$ cat config.mk
export PLATFORM = sky130hd
export DESIGN_NAME = prach_hbd_ch
export DESIGN_NICKNAME = d
export VERILOG_FILES = /design/src/rtl/prach_hbd_ch.sv
export SDC_FILE = /design/constraint.sdc
export NUM_CORES = 2
export LEC_CHECK = 0
export BUFFER_PORTS_ARGS = -buffer_cell sky130_fd_sc_hd__buf_2
export CORE_ASPECT_RATIO = 0.75
export CORE_MARGIN = 5
export CORE_UTILIZATION = 45
export CTS_BUF_LIST = sky130_fd_sc_hd__clkbuf_8
export DETAILED_ROUTE_END_ITERATION = 6
export GPL_ROUTABILITY_DRIVEN = 0
export PLACE_DENSITY = 0.68
export SYNTH_ARGS = -nofsm -noshare
export SYNTH_HDL_FRONTEND = slang
export SYNTH_SLANG_ARGS = --single-unit
$ cat constraint.sdc
create_clock -name clk -period 7.7 [get_ports clk]
set_input_delay 0 -clock clk [delete_from_list [all_inputs] [get_ports clk]]
set_output_delay 0 -clock clk [all_outputs]
set_load 0.01 [all_outputs]
$ cat src/rtl/prach_hbd_ch.sv
// prach_hbd_ch: multi-channel TDM half-band decimate-by-2 filter stage.
// The input arrives as two polyphase branches: dp1 carries the centre tap and
// dp2 the symmetric odd taps. Channels are interleaved, so taps of the same
// channel sit NUM_CH valid slots apart. Fixed latency of 6 clocks from a
// valid input slot to its output; bypass slots return dp1 unfiltered.
module prach_hbd_ch #(
  parameter int NUM_CH        = 32,
  parameter int NUM_UNIQ      = 2,
  parameter int DW            = 16,
  parameter int CW            = 18,
  parameter int COE [NUM_UNIQ] = '{-4249, 37013}
) (
  input  logic          clk,
  input  logic          rst_n,
  input  logic          bypass,
  input  logic          din_valid,
  input  logic [DW-1:0] din_dp1,
  input  logic [DW-1:0] din_dp2,
  input  logic [7:0]    din_chn,
  input  logic          sync_in,
  output logic          dout_valid,
  output logic [DW-1:0] dout_dq,
  output logic [7:0]    dout_chn,
  output logic          sync_out,
  input  logic          ovf_clr,
  output logic          ovf_sticky
);

  localparam int U    = NUM_UNIQ;
  localparam int NT   = 2 * U;
  localparam int D2   = (NT - 1) * NUM_CH + 1;
  localparam int D1   = (U - 1) * NUM_CH + 1;
  localparam int PW   = DW + 1;
  localparam int MW   = DW + CW + 1;
  localparam int AW   = DW + CW + $clog2(U) + 2;
  localparam int LAT  = 6;
  localparam logic signed [AW-1:0] HALF = AW'(2 ** (CW - 2));
  localparam logic signed [AW-1:0] MAXV = AW'((2 ** (DW - 1)) - 1);
  localparam logic signed [AW-1:0] MINV = -MAXV - AW'(1);

  // History lines; index 0 holds the newest accepted sample
  logic signed [DW-1:0] d2_q [D2];
  logic signed [DW-1:0] d1_q [D1];

  // Pipeline data (not reset: values are qualified by the valid pipe)
  logic signed [PW-1:0] pre_q  [U];
  logic signed [MW-1:0] prod_q [U];
  logic signed [DW-1:0] ctr1_q, ctr2_q;
  logic signed [DW-1:0] bdat1_q, bdat2_q, bdat3_q, bdat4_q;
  logic signed [AW-1:0] acc_q, acc_d;
  logic signed [AW-1:0] rnd_d;
  logic signed [DW-1:0] res_q, res_d;
  logic                 sat_q, sat_d;
  logic signed [CW-1:0] coe_w [U];

  // Control pipeline and outputs (reset)
  logic [LAT-1:0] vld_q, syn_q, byp_q;
  logic [7:0]     chn_q [LAT];
  logic [DW-1:0]  dq_q;
  logic           ovf_q, ovf_set;

  // Coefficients narrowed to the fi(1,CW,CW-1) format
  always_comb begin
    for (int k = 0; k < U; k++) coe_w[k] = CW'(COE[k]);
  end

  // Shift both history lines only on accepted slots so gaps are transparent
  always_ff @(posedge clk) begin
    if (din_valid) begin
      d2_q[0] <= din_dp2;
      for (int i = 1; i < D2; i++) d2_q[i] <= d2_q[i-1];
      d1_q[0] <= din_dp1;
      for (int i = 1; i < D1; i++) d1_q[i] <= d1_q[i-1];
    end
  end

  // Arithmetic pipeline: symmetric pre-add, multiply, then accumulate
  always_ff @(posedge clk) begin
    for (int k = 0; k < U; k++) begin
      pre_q[k]  <= PW'(d2_q[k*NUM_CH]) + PW'(d2_q[(NT-1-k)*NUM_CH]);
      prod_q[k] <= MW'(pre_q[k]) * MW'(coe_w[k]);
    end
    ctr1_q  <= d1_q[D1-1];
    ctr2_q  <= ctr1_q;
    bdat1_q <= d1_q[0];
    bdat2_q <= bdat1_q;
    bdat3_q <= bdat2_q;
    bdat4_q <= bdat3_q;
    acc_q   <= acc_d;
    res_q   <= res_d;
    sat_q   <= sat_d;
  end

  // Sum of tap products plus the centre tap scaled by 2^(CW-2)
  always_comb begin
    acc_d = AW'(ctr2_q) <<< (CW - 2);
    for (int k = 0; k < U; k++) acc_d = acc_d + AW'(prod_q[k]);
  end

  // Round half up, then saturate to the output range and flag clipping
  always_comb begin
    rnd_d = (acc_q + HALF) >>> (CW - 1);
    sat_d = 1'b0;
    res_d = DW'(rnd_d);
    if (rnd_d > MAXV) begin
      res_d = DW'(MAXV);
      sat_d = 1'b1;
    end else if (rnd_d < MINV) begin
      res_d = DW'(MINV);
      sat_d = 1'b1;
    end
  end

  // A clipped filtered sample reaching the output wins over a clear request
  assign ovf_set = vld_q[LAT-2] && !byp_q[LAT-2] && sat_q;

  // Control delay line, output register and sticky overflow
  always_ff @(posedge clk or negedge rst_n) begin
    if (!rst_n) begin
      vld_q <= '0;
      syn_q <= '0;
      byp_q <= '0;
      for (int i = 0; i < LAT; i++) chn_q[i] <= '0;
      dq_q  <= '0;
      ovf_q <= 1'b0;
    end else begin
      vld_q    <= {vld_q[LAT-2:0], din_valid};
      syn_q    <= {syn_q[LAT-2:0], sync_in};
      byp_q    <= {byp_q[LAT-2:0], bypass};
      chn_q[0] <= din_chn;
      for (int i = 1; i < LAT; i++) chn_q[i] <= chn_q[i-1];
      if (vld_q[LAT-2]) dq_q <= byp_q[LAT-2] ? bdat4_q : res_q;
      if (ovf_set)      ovf_q <= 1'b1;
      else if (ovf_clr) ovf_q <= 1'b0;
    end
  end

  assign dout_valid = vld_q[LAT-1];
  assign sync_out   = syn_q[LAT-1];
  assign dout_chn   = chn_q[LAT-1];
  assign dout_dq    = dq_q;
  assign ovf_sticky = ovf_q;

endmodule

# [Word-level counts from Yosys, hierarchy flattened]
# Memories as Yosys holds them, arrays and structs flattened. A register that Yosys moved wholly into a read port is not among the register bits.
# Cells that the tools add are included.
[totals] regBits=216 latch_bits=0 ram_bits=2184 romBits=0 input_bits=46 output_inout_bits=27 word_cells=43 n_memories=4
[op_classes] add_sub_neg=5 n_mul=2 div_mod_pow=0 magnitude_cmp=2 eq_ne=0 shifts=0 mux=7 n_bitwise=0 n_reduce_logical=4
[mem_list] name="d2_q" words=97 word_bits=16 rd=97 rd_clocked_by_memory_dff=0 write_ports=97 line="42" source="logic signed [DW-1:0] d2_q [D2];"
[mem_list] name="d1_q" words=33 word_bits=16 rd=33 rd_clocked_by_memory_dff=1 write_ports=33 line="43" source="logic signed [DW-1:0] d1_q [D1];"
[mem_list] name="prod_q" words=2 word_bits=35 rd=2 rd_clocked_by_memory_dff=0 write_ports=2 line="47" source="logic signed [MW-1:0] prod_q [U];"
[mem_list] name="pre_q" words=2 word_bits=17 rd=2 rd_clocked_by_memory_dff=0 write_ports=2 line="46" source="logic signed [PW-1:0] pre_q [U];"
[ops] cell="adder 36 x 35 -> 37 bit" count=1
[ops] cell="adder 37 x 18 -> 37 bit, second input constant" count=1
[ops] cell="adder 32 x 35 -> 36 bit" count=1
[ops] cell="adder 16 x 16 -> 17 bit" count=2
[ops] cell="multiplier 17 x 17 -> 34 bit, second input constant" count=1
[ops] cell="two-way mux 16 bit" count=2
[ops] cell="multiplier 17 x 14 -> 31 bit, second input constant" count=1
[ops] cell="greater-than comparator 20 x 16 -> 1 bit, second input constant" count=1
[ops] cell="less-than comparator 20 x 16 -> 1 bit, second input constant" count=1
[ops] cell="two-way mux 1 bit" count=5
[ops] cell="logical AND 1 bit" count=2
[ops] cell="nonzero test 2 bit" count=1
[ops] cell="zero test 1 bit" count=1

# [Longest topological paths before layout]
[logic_depth] ltp_word=4 ltp_mapped=20 ltp_nobuf=20

# [Least setup slack after synthesis]
# OpenSTA, ideal clock, no wires.
[synth_path] path_type="flip-flop to flip-flop" start="memory pre_q[0][16] (netlist name)" end="memory prod_q[0][28] (netlist name)" setup_ps=72 t_arrival_ps=5922 required_time_ps=7628 path_slack_ps=1706 stages_incl_launch_ff=21 n_path_buf=1 synth_period_minus_slack_ps=5994 path_cell_list="dfxtp_1 > clkbuf_1 > inv_1 > fa_1 > inv_1 > fa_1 > fa_1 > fa_1 > inv_1 > fa_1 > inv_1 > ha_1 > nand2_1 > nand2_1 > a21o_1 > or3_1 > o211ai_1 > o211ai_1 > a31o_2 > a21oi_1 > xnor2_1"
[synth_lines] element="start: declaration" line="46"
[synth_lines] element="end: declaration" line="47"

==> results.sh <==
export IMPL_ys_seq_elements=2395
export IMPL_core_area_mm2=0.1855
export IMPL_cp_max_fo=6
export IMPL_place_area_mm2=0.08740
export IMPL_synth_edf_count=2080
export IMPL_final_core_util=0.5099
export IMPL_htreeDepth=5
export IMPL_antenna_found_initial=11
export IMPL_dr_pass1_iters=5
export IMPL_routedWlPerCell_um=16.39
export IMPL_synth_top_area_share=0.7464
export IMPL_skew_ns=0.09657
export IMPL_ys_top_cells_by_count="edfxtp_1 (2080), ha_1 (357), inv_1 (352)"
export IMPL_synth_ff_type="edfxtp_1"
export IMPL_crit_type="register to register"
export IMPL_grt_pass1_vias=34070
export IMPL_drt_iter0_markers=2581
export IMPL_wirelength_um=119600
export IMPL_io_pins=73
export IMPL_finalNetCount=5145
export IMPL_worst_ep_arrival_time_ns=7.02
export IMPL_synth_area_leaders="edfxtp_1 (75%), dfxtp_1 (5.6%), ha_1 (5.3%)"
export IMPL_drv_slew=0
export IMPL_area_growth_pct=13.02
export IMPL_worstMarginPinSlew_ns=1.059
export IMPL_overflow=0
export IMPL_track_usage=0.1232
export IMPL_yosysWarnings=0
export IMPL_syn_nets=4625
export IMPL_clock_path_buffers=4
export IMPL_ant_nets=0
export IMPL_synth_compound_area_frac=0.02219
export IMPL_synth_area_mm2=0.08368
export IMPL_grt_start_max_net_pins=180
export IMPL_synthCells=4014
export IMPL_die_width_um=508.0
export IMPL_hold_violations=0
export IMPL_synth_adder_area_share=0.1031
export IMPL_yosysMostFrequentCell="edfxtp_1"
export IMPL_timing_critical_path_buf_inv=4
export IMPL_synthMuxAreaShare=0.003768
export IMPL_synthXorXnorAreaFrac=0.01371
export IMPL_setup_viol=0
export IMPL_drv_cap=0
export IMPL_routed_via_density=4.633
export IMPL_post_route_period_util=0.7957
export IMPL_placement_io_buffers=72
export IMPL_clk_pin_slew_ns=0.07
export IMPL_slew_headroom=0.2939
export IMPL_root_buffer="clkbuf_8"
export IMPL_cp_slowest_cell="fa_1"
export IMPL_max_freq_mhz=163.2
export IMPL_rsz0062_at_grt="false"
export IMPL_period_minus_slack_ns=6.127
export IMPL_vias=33829
export IMPL_cp_top_family="adder cells"
export IMPL_grt_pass1_wl_um=188700
export IMPL_crit_path_frequent_cell="fa_1"
export IMPL_critPathLaunchType="register"
export IMPL_cp_cell_sequence="inv_1, fa_1, inv_1, fa_1, fa_1, fa_1, fa_1, inv_1, fa_1, inv_1, ha_1, nand2_1, nand2_1, a21o_1, or3_1, o211ai_1, o211ai_1, a31o_2, a21oi_1, xnor2_1"
export IMPL_start_util=0.4512
export IMPL_cts_tree="done"
export IMPL_die_h_um=383.5
export IMPL_drive_gt1_frac=0.1113
export IMPL_clock_sinks=2395
export IMPL_rows=137
export IMPL_numCtsBuffers=352
export IMPL_hpwl_um=70520
export IMPL_avgSynthCellArea_um2=20.85
export IMPL_insertion_delay_ns=1.02
export IMPL_cp_slowest_stage_delay_ns=0.55
export IMPL_finalSetupTns_ns=0
export IMPL_async_reset_ff_frac=0.03424
export IMPL_yosysTopAreaCell="edfxtp_1"
export IMPL_hold_class="input pin to register"
export IMPL_synthSimpleGateAreaFrac=0.01352
export IMPL_status="completed"
export IMPL_drc=0
export IMPL_dieArea_mm2=0.1948
export IMPL_required_ns=8.59
export IMPL_stdcell_area_mm2=0.09458
export IMPL_seq_area_frac_synth=0.8266
export IMPL_synth_cell_types=69
export IMPL_worst_setup_path_end_kind="register"
export IMPL_synth_top_family_by_area="adder cells"
export IMPL_post_cts_buffers=0
[metal layers]
metal,share of wire,routed length (um),global-route usage,vias up
met2,0.40,48230,0.1585,676
met4,0.023,2716,0.04447,2
met1,0.51,61570,0.1970,16931
met3,0.059,7104,0.03538,246
li1,-,-,-,15974
met5,0.00011,13,0,-
[cell families after synthesis]
kind of cell	count (synthesis)
AOI/OAI and AO/OA	280
muxes	30
buffers and inverters	372
DFF	2395
and+or+nand+nor	241
xor gates and xnor gates	131
adders and majority gates	565
[path summary, 6_finish.rpt]
path / start / to / slack (ns) / cells past startpoint
min in group asynchronous: rst_n / chn_q[12] / 0.67 / 5
max: pre_q[0][7] / prod_q[0][28] / 1.57 / 20
min: din_valid / d2_q[0][8] / 0.18 / 2
min reg2reg: bdat1_q[7] / bdat2_q[7] / 0.32 / 0
max in group asynchronous: rst_n / dout_dq[6] / 6.68 / 5
max reg2reg: pre_q[0][7] / prod_q[0][28] / 1.57 / 20
[what timing repair did]
item                                    in CTS  in global routing
endpoints found under the setup margin       0                  0
hold buffers                                91                  0
hold endpoints to repair                   710                  0
resized for setup                            0                  0
[state kept, by name (all words and copies together) (netlist names), 21 cells and up]
| name | flops |
|---|---|
| pre_q | 34 |
| d1_q | 528 |
| chn_q | 40 |
| d2_q | 1552 |
| prod_q | 65 |
| acc_q | 21 |
[through the flow]
stage                     instances  setup slack, ns  hold slack [ns]
after CTS                      7299            1.584          0.01639
after detailed placement       6591            1.624           0.1093
after floorplan                4014            1.706          -0.2956
after global placement         6591            1.576           0.1082
final                          7301            1.573           0.1842
after global routing           7300            1.271          0.06616
[layout by cell type, fill, tap and decap left out, drive strengths merged, types with 14 or more instances in the layout]
cell type | Yosys | routed
o21bai | 14 | 14
a21oi | 91 | 91
edfxtp | 2080 | 2080
clkinv | 0 | 99
nor2b | 14 | 14
dlygate4sd3 | 0 | 90
nand2 | 47 | 47
ha | 357 | 357
dfxtp | 233 | 233
clkbuf | 10 | 366
nor2 | 86 | 86
a21o | 31 | 31
inv | 352 | 493
xor2 | 31 | 31
nor3 | 20 | 20
o21ai | 55 | 55
o21a | 15 | 15
mux2i | 18 | 18
xnor2 | 100 | 100
fa | 208 | 208
buf | 10 | 96
nand3 | 27 | 27
dfrtp | 82 | 82
[worst register-to-register path, stage by stage (launching register included)]
cell      delay, ns
dfxtp_1        0.44
inv_1          0.18
fa_1           0.53
inv_1          0.09
fa_1           0.48
fa_1           0.52
fa_1           0.52
fa_1           0.55
inv_1          0.05
fa_1           0.49
inv_1          0.04
ha_1           0.35
nand2_1        0.11
nand2_1        0.07
a21o_1         0.19
or3_1          0.32
o211ai_1       0.33
o211ai_1       0.22
a31o_2         0.27
a21oi_1        0.17
xnor2_1        0.13
[final cells by class]
class	instances	area (um2)
clock buffer	366	5037
timing repair buffer	186	1617
multi-input combinational	1247	13080
sequential	2395	69180
clock inverter	251	1210
antenna	2	5.005
inverter	352	1321
tap	2502	3131
fill	14639	90890
Power is left out: the tool's default activity adds up to more than one toggle a clock period on the data nets, which glitch-free logic cannot reach.
